$ cat src/rtl/traffic_pkg.sv
// rtl/traffic_pkg.sv - shared state, mode encodings and default timings for the lane phase sequencer
package traffic_pkg;

    typedef enum logic [1:0] {
        ST_CLEAR = 2'd0,
        ST_GREEN = 2'd1,
        ST_EMG   = 2'd2,
        ST_PED   = 2'd3
    } state_e;

    localparam logic [1:0] MODE_DAY   = 2'b00;
    localparam logic [1:0] MODE_NIGHT = 2'b01;
    localparam logic [1:0] MODE_EMG   = 2'b10;
    localparam logic [1:0] MODE_PED   = 2'b11;

    localparam int DEF_LANES       = 8;
    localparam int DEF_CNT_W       = 7;
    localparam int DEF_GREEN_DAY   = 20;
    localparam int DEF_GREEN_NIGHT = 10;
    localparam int DEF_CLEAR_CYC   = 3;
    localparam int DEF_PED_CYC     = 15;
    localparam int DEF_NIGHT_START = 20;
    localparam int DEF_NIGHT_END   = 6;

    // Night window wraps midnight, so it is an OR of the two bounds.
    function automatic logic is_night(input logic [4:0] hour, input int start_h, input int end_h);
        return (int'(hour) >= start_h) || (int'(hour) < end_h);
    endfunction

endpackage

$ cat src/rtl/rr_lane_picker.sv
// rtl/rr_lane_picker.sv - combinational pick of the first request strictly after a pointer, pointer last
module rr_lane_picker #(
    parameter int LANES = 8,
    parameter int IDX_W = $clog2(LANES)
) (
    input  logic [IDX_W-1:0] ptr,
    input  logic [LANES-1:0] req,
    output logic [IDX_W-1:0] grant,
    output logic             valid
);

    int               idx;
    logic [IDX_W-1:0] cand;

    // With ptr = LANES-1 the scan starts at lane 0, giving lowest-index priority.
    always_comb begin
        grant = '0;
        valid = 1'b0;
        idx   = 0;
        cand  = '0;
        for (int k = 1; k <= LANES; k++) begin
            idx = int'(ptr) + k;
            if (idx >= LANES) begin
                idx = idx - LANES;
            end
            cand = IDX_W'(idx);
            if (!valid && req[cand]) begin
                valid = 1'b1;
                grant = cand;
            end
        end
    end

endmodule

$ cat src/rtl/lane_phase_sequencer.sv
// rtl/lane_phase_sequencer.sv - lane signal sequencer with clearance, emergency and pedestrian phases
module lane_phase_sequencer
    import traffic_pkg::*;
#(
    parameter int LANES       = DEF_LANES,
    parameter int CNT_W       = DEF_CNT_W,
    parameter int GREEN_DAY   = DEF_GREEN_DAY,
    parameter int GREEN_NIGHT = DEF_GREEN_NIGHT,
    parameter int CLEAR_CYC   = DEF_CLEAR_CYC,
    parameter int PED_CYC     = DEF_PED_CYC,
    parameter int NIGHT_START = DEF_NIGHT_START,
    parameter int NIGHT_END   = DEF_NIGHT_END
) (
    input  logic             clk,
    input  logic             rst,
    input  logic [4:0]       hoursIn,
    input  logic             pedSignal,
    input  logic             emgSignal,
    input  logic [LANES-1:0] emgLane,
    input  logic [LANES-1:0] laneDemand,
    output logic [LANES-1:0] trafficLightOutput,
    output logic [LANES-1:0] walkingLightOutput,
    output logic [1:0]       trafficMode,
    output logic [CNT_W-1:0] currentCount
);

    localparam int              IDX_W      = $clog2(LANES);
    localparam logic [IDX_W-1:0] LAST_LANE = IDX_W'(LANES - 1);
    localparam logic [CNT_W-1:0] CLEAR_LD  = CNT_W'(CLEAR_CYC - 1);
    localparam logic [CNT_W-1:0] DAY_LD    = CNT_W'(GREEN_DAY - 1);
    localparam logic [CNT_W-1:0] NIGHT_LD  = CNT_W'(GREEN_NIGHT - 1);
    localparam logic [CNT_W-1:0] PED_LD    = CNT_W'(PED_CYC - 1);

    state_e           state_q, state_d;
    logic [CNT_W-1:0] count_q, count_d;
    logic [LANES-1:0] light_q, light_d;
    logic [LANES-1:0] walk_q, walk_d;
    logic [1:0]       mode_q, mode_d;
    logic [IDX_W-1:0] ptr_q, ptr_d;
    logic             ped_q, ped_d;

    logic [IDX_W-1:0] rr_grant, emg_grant;
    logic             rr_valid, emg_valid;
    logic             emg_active, to_clear;

    rr_lane_picker #(.LANES(LANES), .IDX_W(IDX_W)) u_rr_pick (
        .ptr   (ptr_q),
        .req   (laneDemand),
        .grant (rr_grant),
        .valid (rr_valid)
    );

    rr_lane_picker #(.LANES(LANES), .IDX_W(IDX_W)) u_emg_pick (
        .ptr   (LAST_LANE),
        .req   (emgLane),
        .grant (emg_grant),
        .valid (emg_valid)
    );

    assign emg_active = emgSignal && emg_valid;

    always_comb begin
        state_d  = state_q;
        count_d  = count_q;
        light_d  = light_q;
        walk_d   = walk_q;
        mode_d   = mode_q;
        ptr_d    = ptr_q;
        ped_d    = ped_q | pedSignal;
        to_clear = 1'b0;
        unique case (state_q)
            ST_CLEAR: begin
                if (count_q != '0) begin
                    count_d = count_q - CNT_W'(1);
                end else if (emg_active) begin
                    state_d = ST_EMG;
                    count_d = '0;
                    light_d = LANES'(1) << emg_grant;
                    mode_d  = MODE_EMG;
                end else if (ped_q || pedSignal) begin
                    state_d = ST_PED;
                    count_d = PED_LD;
                    light_d = '0;
                    walk_d  = '1;
                    mode_d  = MODE_PED;
                    ped_d   = 1'b0;
                end else if (rr_valid) begin
                    state_d = ST_GREEN;
                    ptr_d   = rr_grant;
                    light_d = LANES'(1) << rr_grant;
                    // Hour is sampled here only; the green keeps its length and mode.
                    if (is_night(hoursIn, NIGHT_START, NIGHT_END)) begin
                        count_d = NIGHT_LD;
                        mode_d  = MODE_NIGHT;
                    end else begin
                        count_d = DAY_LD;
                        mode_d  = MODE_DAY;
                    end
                end else begin
                    count_d = CLEAR_LD;
                end
            end
            ST_GREEN: begin
                if (emg_active) begin
                    if ((emgLane & light_q) != '0) begin
                        state_d = ST_EMG;
                        count_d = '0;
                        mode_d  = MODE_EMG;
                    end else begin
                        to_clear = 1'b1;
                    end
                end else if (count_q == '0) begin
                    to_clear = 1'b1;
                end else begin
                    count_d = count_q - CNT_W'(1);
                end
            end
            ST_EMG: begin
                if (!emgSignal || ((emgLane & light_q) == '0)) begin
                    to_clear = 1'b1;
                end
            end
            ST_PED: begin
                if (emg_active || (count_q == '0)) begin
                    to_clear = 1'b1;
                end else begin
                    count_d = count_q - CNT_W'(1);
                end
            end
            default: to_clear = 1'b1;
        endcase
        if (to_clear) begin
            state_d = ST_CLEAR;
            count_d = CLEAR_LD;
            light_d = '0;
            walk_d  = '0;
            mode_d  = MODE_DAY;
        end
    end

    always_ff @(posedge clk or negedge rst) begin
        if (!rst) begin
            state_q <= ST_CLEAR;
            count_q <= CLEAR_LD;
            light_q <= '0;
            walk_q  <= '0;
            mode_q  <= MODE_DAY;
            ptr_q   <= LAST_LANE;
            ped_q   <= 1'b0;
        end else begin
            state_q <= state_d;
            count_q <= count_d;
            light_q <= light_d;
            walk_q  <= walk_d;
            mode_q  <= mode_d;
            ptr_q   <= ptr_d;
            ped_q   <= ped_d;
        end
    end

    assign trafficLightOutput = light_q;
    assign walkingLightOutput = walk_q;
    assign trafficMode        = mode_q;
    assign currentCount       = count_q;

endmodule

$ cat config.mk
export PLATFORM = sky130hd
export DESIGN_NAME = lane_phase_sequencer
export DESIGN_NICKNAME = d
export VERILOG_FILES = /design/src/rtl/traffic_pkg.sv /design/src/rtl/rr_lane_picker.sv /design/src/rtl/lane_phase_sequencer.sv
export SDC_FILE = /design/constraint.sdc
export NUM_CORES = 1
export LEC_CHECK = 0
export ABC_AREA = 1
export BUFFER_PORTS_ARGS = -buffer_cell sky130_fd_sc_hd__buf_2
export CAP_MARGIN = 30
export CELL_PAD_IN_SITES_DETAIL_PLACEMENT = 1
export CELL_PAD_IN_SITES_GLOBAL_PLACEMENT = 1
export CORE_AREA = 2 2 72 108
export CTS_BUF_LIST = sky130_fd_sc_hd__clkbuf_8
export DETAILED_ROUTE_END_ITERATION = 12
export DIE_AREA = 0 0 74 110
export PLACE_DENSITY_LB_ADDON = 0.1
export SLEW_MARGIN = 20
export SYNTH_ARGS = -nofsm -noshare
export SYNTH_HDL_FRONTEND = slang
export SYNTH_SLANG_ARGS = --single-unit
$ cat constraint.sdc
create_clock -name clk -period 3 [get_ports clk]
set_clock_uncertainty 0.15 [all_clocks]
set_input_delay 0.45 -clock clk [delete_from_list [all_inputs] [get_ports clk]]
set_output_delay 0.45 -clock clk [all_outputs]
set_load 0.01 [all_outputs]
==> results_dict.tcl, run 1 <==
set metrics [dict create \
    worstPathArrival_ns 2.84 \
    critPathMostFrequentCell "nand2_1" \
    synth-async-reset-ratio 1.000 \
    slowest_delay_ns 0.57 \
    h-tree-depth 1 \
    via_per_inst 5.000 \
    ys_top_cells_by_count "nand2_1 (120), nand3_1 (46), inv_1 (35)" \
    grt_antenna_before_repair 0 \
    cp_max_fo 10 \
    grt_max_degree 24 \
    ys_ff_latch 23 \
    final_hold_viol_count 3 \
    worstSetupStartpointType "flop" \
    clock_latency_ns 0.28 \
    cts_made_buffers 3 \
    dieWidth_um 74 \
    synth_cells 375 \
    portBuffers 48 \
    fmax_ghz 0.3609 \
    dp_hpwl_mm 6.142 \
    ant_nets 0 \
    ys_warn_count 0 \
    seq_area_sq_um 580.6 \
    grt_usage 0.1962 \
    cts-root-buf "clkbuf_8" \
    cp_slowest_cell "dfstp_2" \
    hold_class "in -> async" \
    area_delta_synth_final_pct 17.13 \
    synth_most_common_cell "nand2_1" \
    fin_util 0.3980 \
    drv_cap 0 \
    synth_edf_count 0 \
    antennaDiodeCount 0 \
    nNetsFinal 449 \
    finalSetupViolations 0 \
    wl_per_cell_um 14.04 \
    core_sq_um 7179 \
    drc 0 \
    cts_sinks 23 \
    dr.first_iter.drc_count 57 \
    vias 2600 \
    yosysTopAreaCell "dfrtp_1" \
    slew_headroom 0.6280 \
    hold_buffers 0 \
    synth_ff_type "dfrtp_1" \
    crit_chain "buf_6 -> ha_1 -> inv_1 -> nand2_1 -> nand2_1 -> nand3_1 -> nand2_2 -> inv_2 -> nand4_4 -> nor2_4 -> nand3b_4 -> nor3_2 -> or2_1 -> buf_12 -> nand2_1 -> nand2_1" \
    globalRouteOverflowTotal 0 \
    p_leak_nw 1.523 \
    synth_area_per_cell_sq_um 6.506 \
    crit_type "reg -> reg" \
    synth_nets 403 \
    gp_congestion 0.8212 \
    ys_seq_area_frac 0.2379 \
    die_h_um 110 \
    fin_crit_sh 0.9237 \
    path_buf_inv 4 \
    slew_viol_final 0 \
    initial_utilization 0.3398 \
    p_total_w 0.002085 \
    finalInstanceArea_sq_um 2858 \
    multi_input_area_sq_um 1622 \
    die_area_sq_um 8140 \
    drive_gt1_frac 0.2571 \
    yosysTopAreaCellShare 0.1949 \
    netlist_top_cells_area "dfrtp_1 (19%), nand2_1 (18%), nand3_1 (9.4%), inv_1 (5.4%), nor2_1 (5.1%)" \
    netlist_area_sq_um 2440 \
    fp-row-count 38 \
    cts.clk_slew.worst_paths_ns 0.09 \
    p_per_area_nw_per_um2 729.6 \
    rsz0062_at_grt "true" \
    min_period_ns 2.771 \
    grt_pass1_vias 2716 \
    dpl_cell_area_sq_um 2763 \
    clk_path_buf_depth 2 \
    nFillCells 964 \
    worstPathRequired_ns 3.07 \
    wirelength_mm 7.300 \
    synth.distinct_cells 44 \
    io_pins 50 \
    crit_family "simple AND/OR/NAND/NOR gates" \
    holdWs_ns -0.003125 \
    violations "hold timing" \
    tightest_slew_ns 0.5580 \
    dr.pass1.iters 4 \
    status "complete, but fails checks" \
    reg2reg_depth 16 \
    ir_drop_uv 343.0 \
    cts_tree "yes" \
    cp.depth 16 \
    end_kind "flop" \
    grt_pass1_wl_mm 12.42 \
]
==> layer usage <==
metal,up-vias,part of all wire,track usage
met4,0,0.023,0.07532
met3,11,0.017,0.01273
met5,-,0,0
met1,1240,0.39,0.2024
met2,33,0.57,0.3954
li1,1316,-,-
==> final timing paths <==
path,startpoint,to,slack [ns]
hold / removal,rst,trafficLightOutput[0]$_DFFE_PN0P_,-0.003
setup / recovery,ptr_q[1]$_DFFE_PN1P_,trafficLightOutput[1]$_DFFE_PN0P_,0.23
min in group clk,trafficMode[0]$_DFFE_PN0P_,trafficMode[0]$_DFFE_PN0P_,0.34
setup reg to reg,ptr_q[1]$_DFFE_PN1P_,trafficLightOutput[1]$_DFFE_PN0P_,0.23
max in group asynchronous,rst,currentCount[1]$_DFFE_PN1P_,2.32
hold reg to reg,trafficMode[0]$_DFFE_PN0P_,trafficMode[0]$_DFFE_PN0P_,0.34
==> final cells by class <==
type | count | share of cell area
Tap cell | 100 | 0.04378
Sequential cell | 23 | 0.2032
Clock buffer | 3 | 0.01445
Timing Repair Buffer | 56 | 0.1121
Clock inverter | 1 | 0.001751
Inverter | 43 | 0.05736
Multi-Input combinational cell | 294 | 0.5674
==> layout by cell type (no fill, tap or decap), types with 2 or more instances in the layout <==
cell type  count
o22ai_1        3
inv_1         34
buf_6          2
nor2_1        30
nor3_1         3
buf_4          5
nand3_4        2
dfstp_2        4
dfrtp_1       19
inv_2          8
xor2_2         2
ha_1           2
nand3_1       46
o21ai_0       13
a21oi_1        8
a22o_1         4
nand4_1        8
o31ai_1        3
nor2_2         5
o21bai_1       3
buf_2         48
nand3_2        9
nor2_8         2
xnor2_1        2
o211ai_1       2
clkbuf_8       3
nor2_4         3
nand2_1      120
xor2_1         3
nand2_4        3
o21ai_1        2
nand2_2        3
==> registers in the layout (all words and copies together), names as in the netlist <==
signal and cells:
trafficLightOutput 8, currentCount 7, ptr_q 3, state_q 2, ped_q 1, trafficMode 1, walkingLightOutput 1
==> where the power goes <==
group / total [W] / internal, W / switching [W]
registers: 0.000508 / 0.000402 / 0.000106
clock network: 0.000206 / 0.0000933 / 0.000113
logic: 0.00137 / 0.000502 / 0.000868
==> per-stage QoR <==
step	worst slack (ns)	TNS, ns	cells
floorplan	0.2226	0	375
global placement	0.08522	0	516
detailed placement	0.05401	0	516
CTS	0.01580	0	520
global route	-0.03189	-0.07098	520
finish	0.2290	0	520
==> what timing repair did <==
| item | in CTS | in global routing |
|---|---|---|
| gates resized for setup | 0 | 12 |
| buffers inserted | 0 | 0 |
| setup endpoints to repair | 0 | 9 |
==> cell families (layout without fill, tap and decap cells) <==
| group | after synthesis | in the layout | synth area share |
|---|---|---|---|
| and+or+nand+nor | 241 | 241 | 0.4918 |
| buffers and inverters | 58 | 103 | 0.1144 |
| AOI/OAI and AO/OA | 43 | 43 | 0.1092 |
| DFF | 23 | 23 | 0.2380 |
| xor gates and xnor gates | 7 | 7 | 0.03128 |
| adders and majority gates | 3 | 3 | 0.01539 |
==> worst register-to-register path: cells and delay by family (launching register included) <==
kind | cells | cell delay, ns
buffers and inverters | 4 | 0.50
DFF | 1 | 0.57
adders and majority gates | 1 | 0.20
and+or+nand+nor | 11 | 1.28
(Power assumes the default switching activity.)
==> run 2, diff against run 1 <==
==> constraint.sdc (replaced) <==
create_clock -name clk -period 2.44 [get_ports clk]
set_clock_uncertainty 0.15 [all_clocks]
set_input_delay 0.366 -clock clk [delete_from_list [all_inputs] [get_ports clk]]
set_output_delay 0.366 -clock clk [all_outputs]
set_load 0.01 [all_outputs]
==> results_dict.tcl, run 2 (synthesized netlist as in run 1, its figures left out) <==
set metrics [dict create \
    violations "setup timing" \
    antennaDiodeCount 0 \
    pre_cts_slack_ns -0.3288 \
    grt_pass1_wl_mm 13.89 \
    cts_sinks 23 \
    p_total_w 0.003326 \
    cp_max_fo 6 \
    cts_tree "yes" \
    cts_made_buffers 3 \
    gp_congestion 0.8883 \
    p_comb_frac 0.752 \
    cts-root-buf "clkbuf_8" \
    globalRouteOverflowTotal 0 \
    grt_usage 0.2193 \
    fp-row-count 38 \
    seqPwrFrac 0.176 \
    multi_input_area_sq_um 1936 \
    switching_power_w 0.001635 \
    p_per_area_nw_per_um2 921.9 \
    layout_commonest_cell "nand2_1" \
    worstSetupStartpointType "flop" \
    drv_cap 0 \
    die_h_um 110 \
    end_kind "flop" \
    initial_utilization 0.3398 \
    drive_gt1_frac 0.4268 \
    seq_area_sq_um 580.6 \
    portBuffers 48 \
    final_hold_viol_count 0 \
    crit_type "reg -> reg" \
    worst-r2r-setup-slack_ns -0.29 \
    fin_cells 571 \
    setup_slack_ns -0.2947 \
    rr_startpoint "ptr_q[1]$_DFFE_PN1P_" \
    reg2reg_depth 17 \
    largest_reg_flops 8 \
    wirelength_mm 8.429 \
    io_pins 50 \
    worstPathArrival_ns 2.79 \
    finalSetupViolations 18 \
    clock_latency_ns 0.26 \
    slew_headroom 0.6318 \
    min_period_ns 2.735 \
    drc 0 \
    nNetsFinal 500 \
    area_delta_synth_final_pct 47.85 \
    placed_cells 560 \
    p_int_w 0.001691 \
    nFillCells 952 \
    fin_crit_sh 1.121 \
    p_leak_nw 1.855 \
    cts.clk_slew.worst_paths_ns 0.09 \
    hold_depth 2 \
    die_area_sq_um 8140 \
    min-delay-start "trafficLightOutput[0]$_DFFE_PN0P_" \
    grt_antenna_before_repair 0 \
    dr.first_iter.drc_count 52 \
    dr.pass1.iters 4 \
    most-common-layout-cells "nand2_1 (105), buf_4 (52), buf_2 (48)" \
    wl_per_cell_um 14.76 \
    dp_hpwl_mm 6.609 \
    clk_path_buf_depth 2 \
    slew_viol_final 0 \
    rr_endpoint "trafficLightOutput[1]$_DFFE_PN0P_" \
    switching_share 0.4916 \
    ir_drop_uv 601.6 \
    rsz0062_at_grt "true" \
    worstPathRequired_ns 2.50 \
    ant_nets 0 \
    status "complete, but fails checks" \
    grt_max_degree 24 \
    p_clk_frac 0.072 \
    tightest_slew_ns 0.5523 \
    fin_util 0.5024 \
    via_per_inst 4.939 \
    vias 2820 \
    h-tree-depth 1 \
    fmax_ghz 0.3657 \
    min_to "trafficLightOutput[0]$_DFFE_PN0P_" \
    hold_class "reg -> reg" \
    grt_pass1_vias 3052 \
    core_sq_um 7179 \
    dieWidth_um 74 \
]
-- run 2: changes by cell type in the layout (fill, tap and decap cells not counted), sizes merged --
| cell | previous run | this run |
|---|---|---|
| buf | 56 | 106 |
| clkinv | 1 | 0 |
| dlygate4sd3 | 0 | 1 |
| inv | 43 | 44 |
-- run 2: through the flow --
stage,cell area (sq um),TNS [ns],hold WS (ns)
after CTS,3473,-3.178,0.3703
after detailed placement,3133,-4.270,0.2422
after floorplan,2490,-2.337,-0.07959
after global routing,3607,-5.991,0.3969
after global placement,3133,-3.398,0.2372
final,3607,-3.680,0.3630
-- run 2: power groups by stage --
stage	Combinational (W)	Clock [W]	Sequential [W]
floorplan	0.00128	0	0.000616
global placement	0.00196	0	0.000588
detailed placement	0.00200	0	0.000594
CTS	0.00240	0.000254	0.000587
global route	0.00274	0.000269	0.000605
finish	0.00250	0.000240	0.000585
-- run 2: critical path, stage by stage (launching register included) --
cell     delay [ns]
dfstp_2        0.61
inv_8          0.04
ha_4           0.37
nand3_4        0.11
nand3_4        0.12
nand2_4        0.08
nor2_8         0.12
nand4_4        0.10
nor2_4         0.18
buf_4          0.13
nand4_1        0.12
nand2_4        0.15
inv_4          0.06
nor2_4         0.10
nand2_1        0.06
nand2_1        0.05
nand2_1        0.06
nand2_1        0.06
-- run 2: what timing repair did --
item | CTS | global route
pin swaps | 28 | 27
gates resized for setup | 53 | 27
setup buffers | 3 | 2
setup endpoints to repair | 18 | 19
endpoints found under the hold margin | 19 | 0
gates cloned | 1 | 0
hold buffers | 1 | 0
-- run 2: layout make-up --
class / instances / share of cell area
clock inverter: 1 / 0.001041
timing repair buffer: 107 / 0.2057
multi-input combinational: 294 / 0.5366
sequential: 23 / 0.1609
tap: 100 / 0.03469
clock buffer: 3 / 0.01145
inverter: 43 / 0.04960
-- run 2: worst max-delay path by stage --
stage | start | endpoint | slack [ns] | depth (start not counted)
3_5_place_dp | ptr_q[1]$_DFFE_PN1P_ | trafficLightOutput[7]$_DFFE_PN0P_ | -0.33 | 16
2_1_floorplan | ptr_q[1]$_DFFE_PN1P_ | trafficLightOutput[6]$_DFFE_PN0P_ | -0.26 | 18
3_3_place_gp | ptr_q[1]$_DFFE_PN1P_ | trafficLightOutput[7]$_DFFE_PN0P_ | -0.29 | 15
5_1_grt | ptr_q[1]$_DFFE_PN1P_ | trafficLightOutput[1]$_DFFE_PN0P_ | -0.44 | 17
4_1_cts | ptr_q[1]$_DFFE_PN1P_ | trafficLightOutput[6]$_DFFE_PN0P_ | -0.25 | 15
6_report | ptr_q[1]$_DFFE_PN1P_ | trafficLightOutput[1]$_DFFE_PN0P_ | -0.29 | 17
-- run 2: layer usage --
metal / GRT usage / vias up / share of wire
met1: 0.2151 / 1352 / 0.36
met2: 0.4643 / 43 / 0.60
met5: 0 / - / 0
met4: 0.06494 / 0 / 0.024
li1: - / 1411 / -
met3: 0.01364 / 14 / 0.020
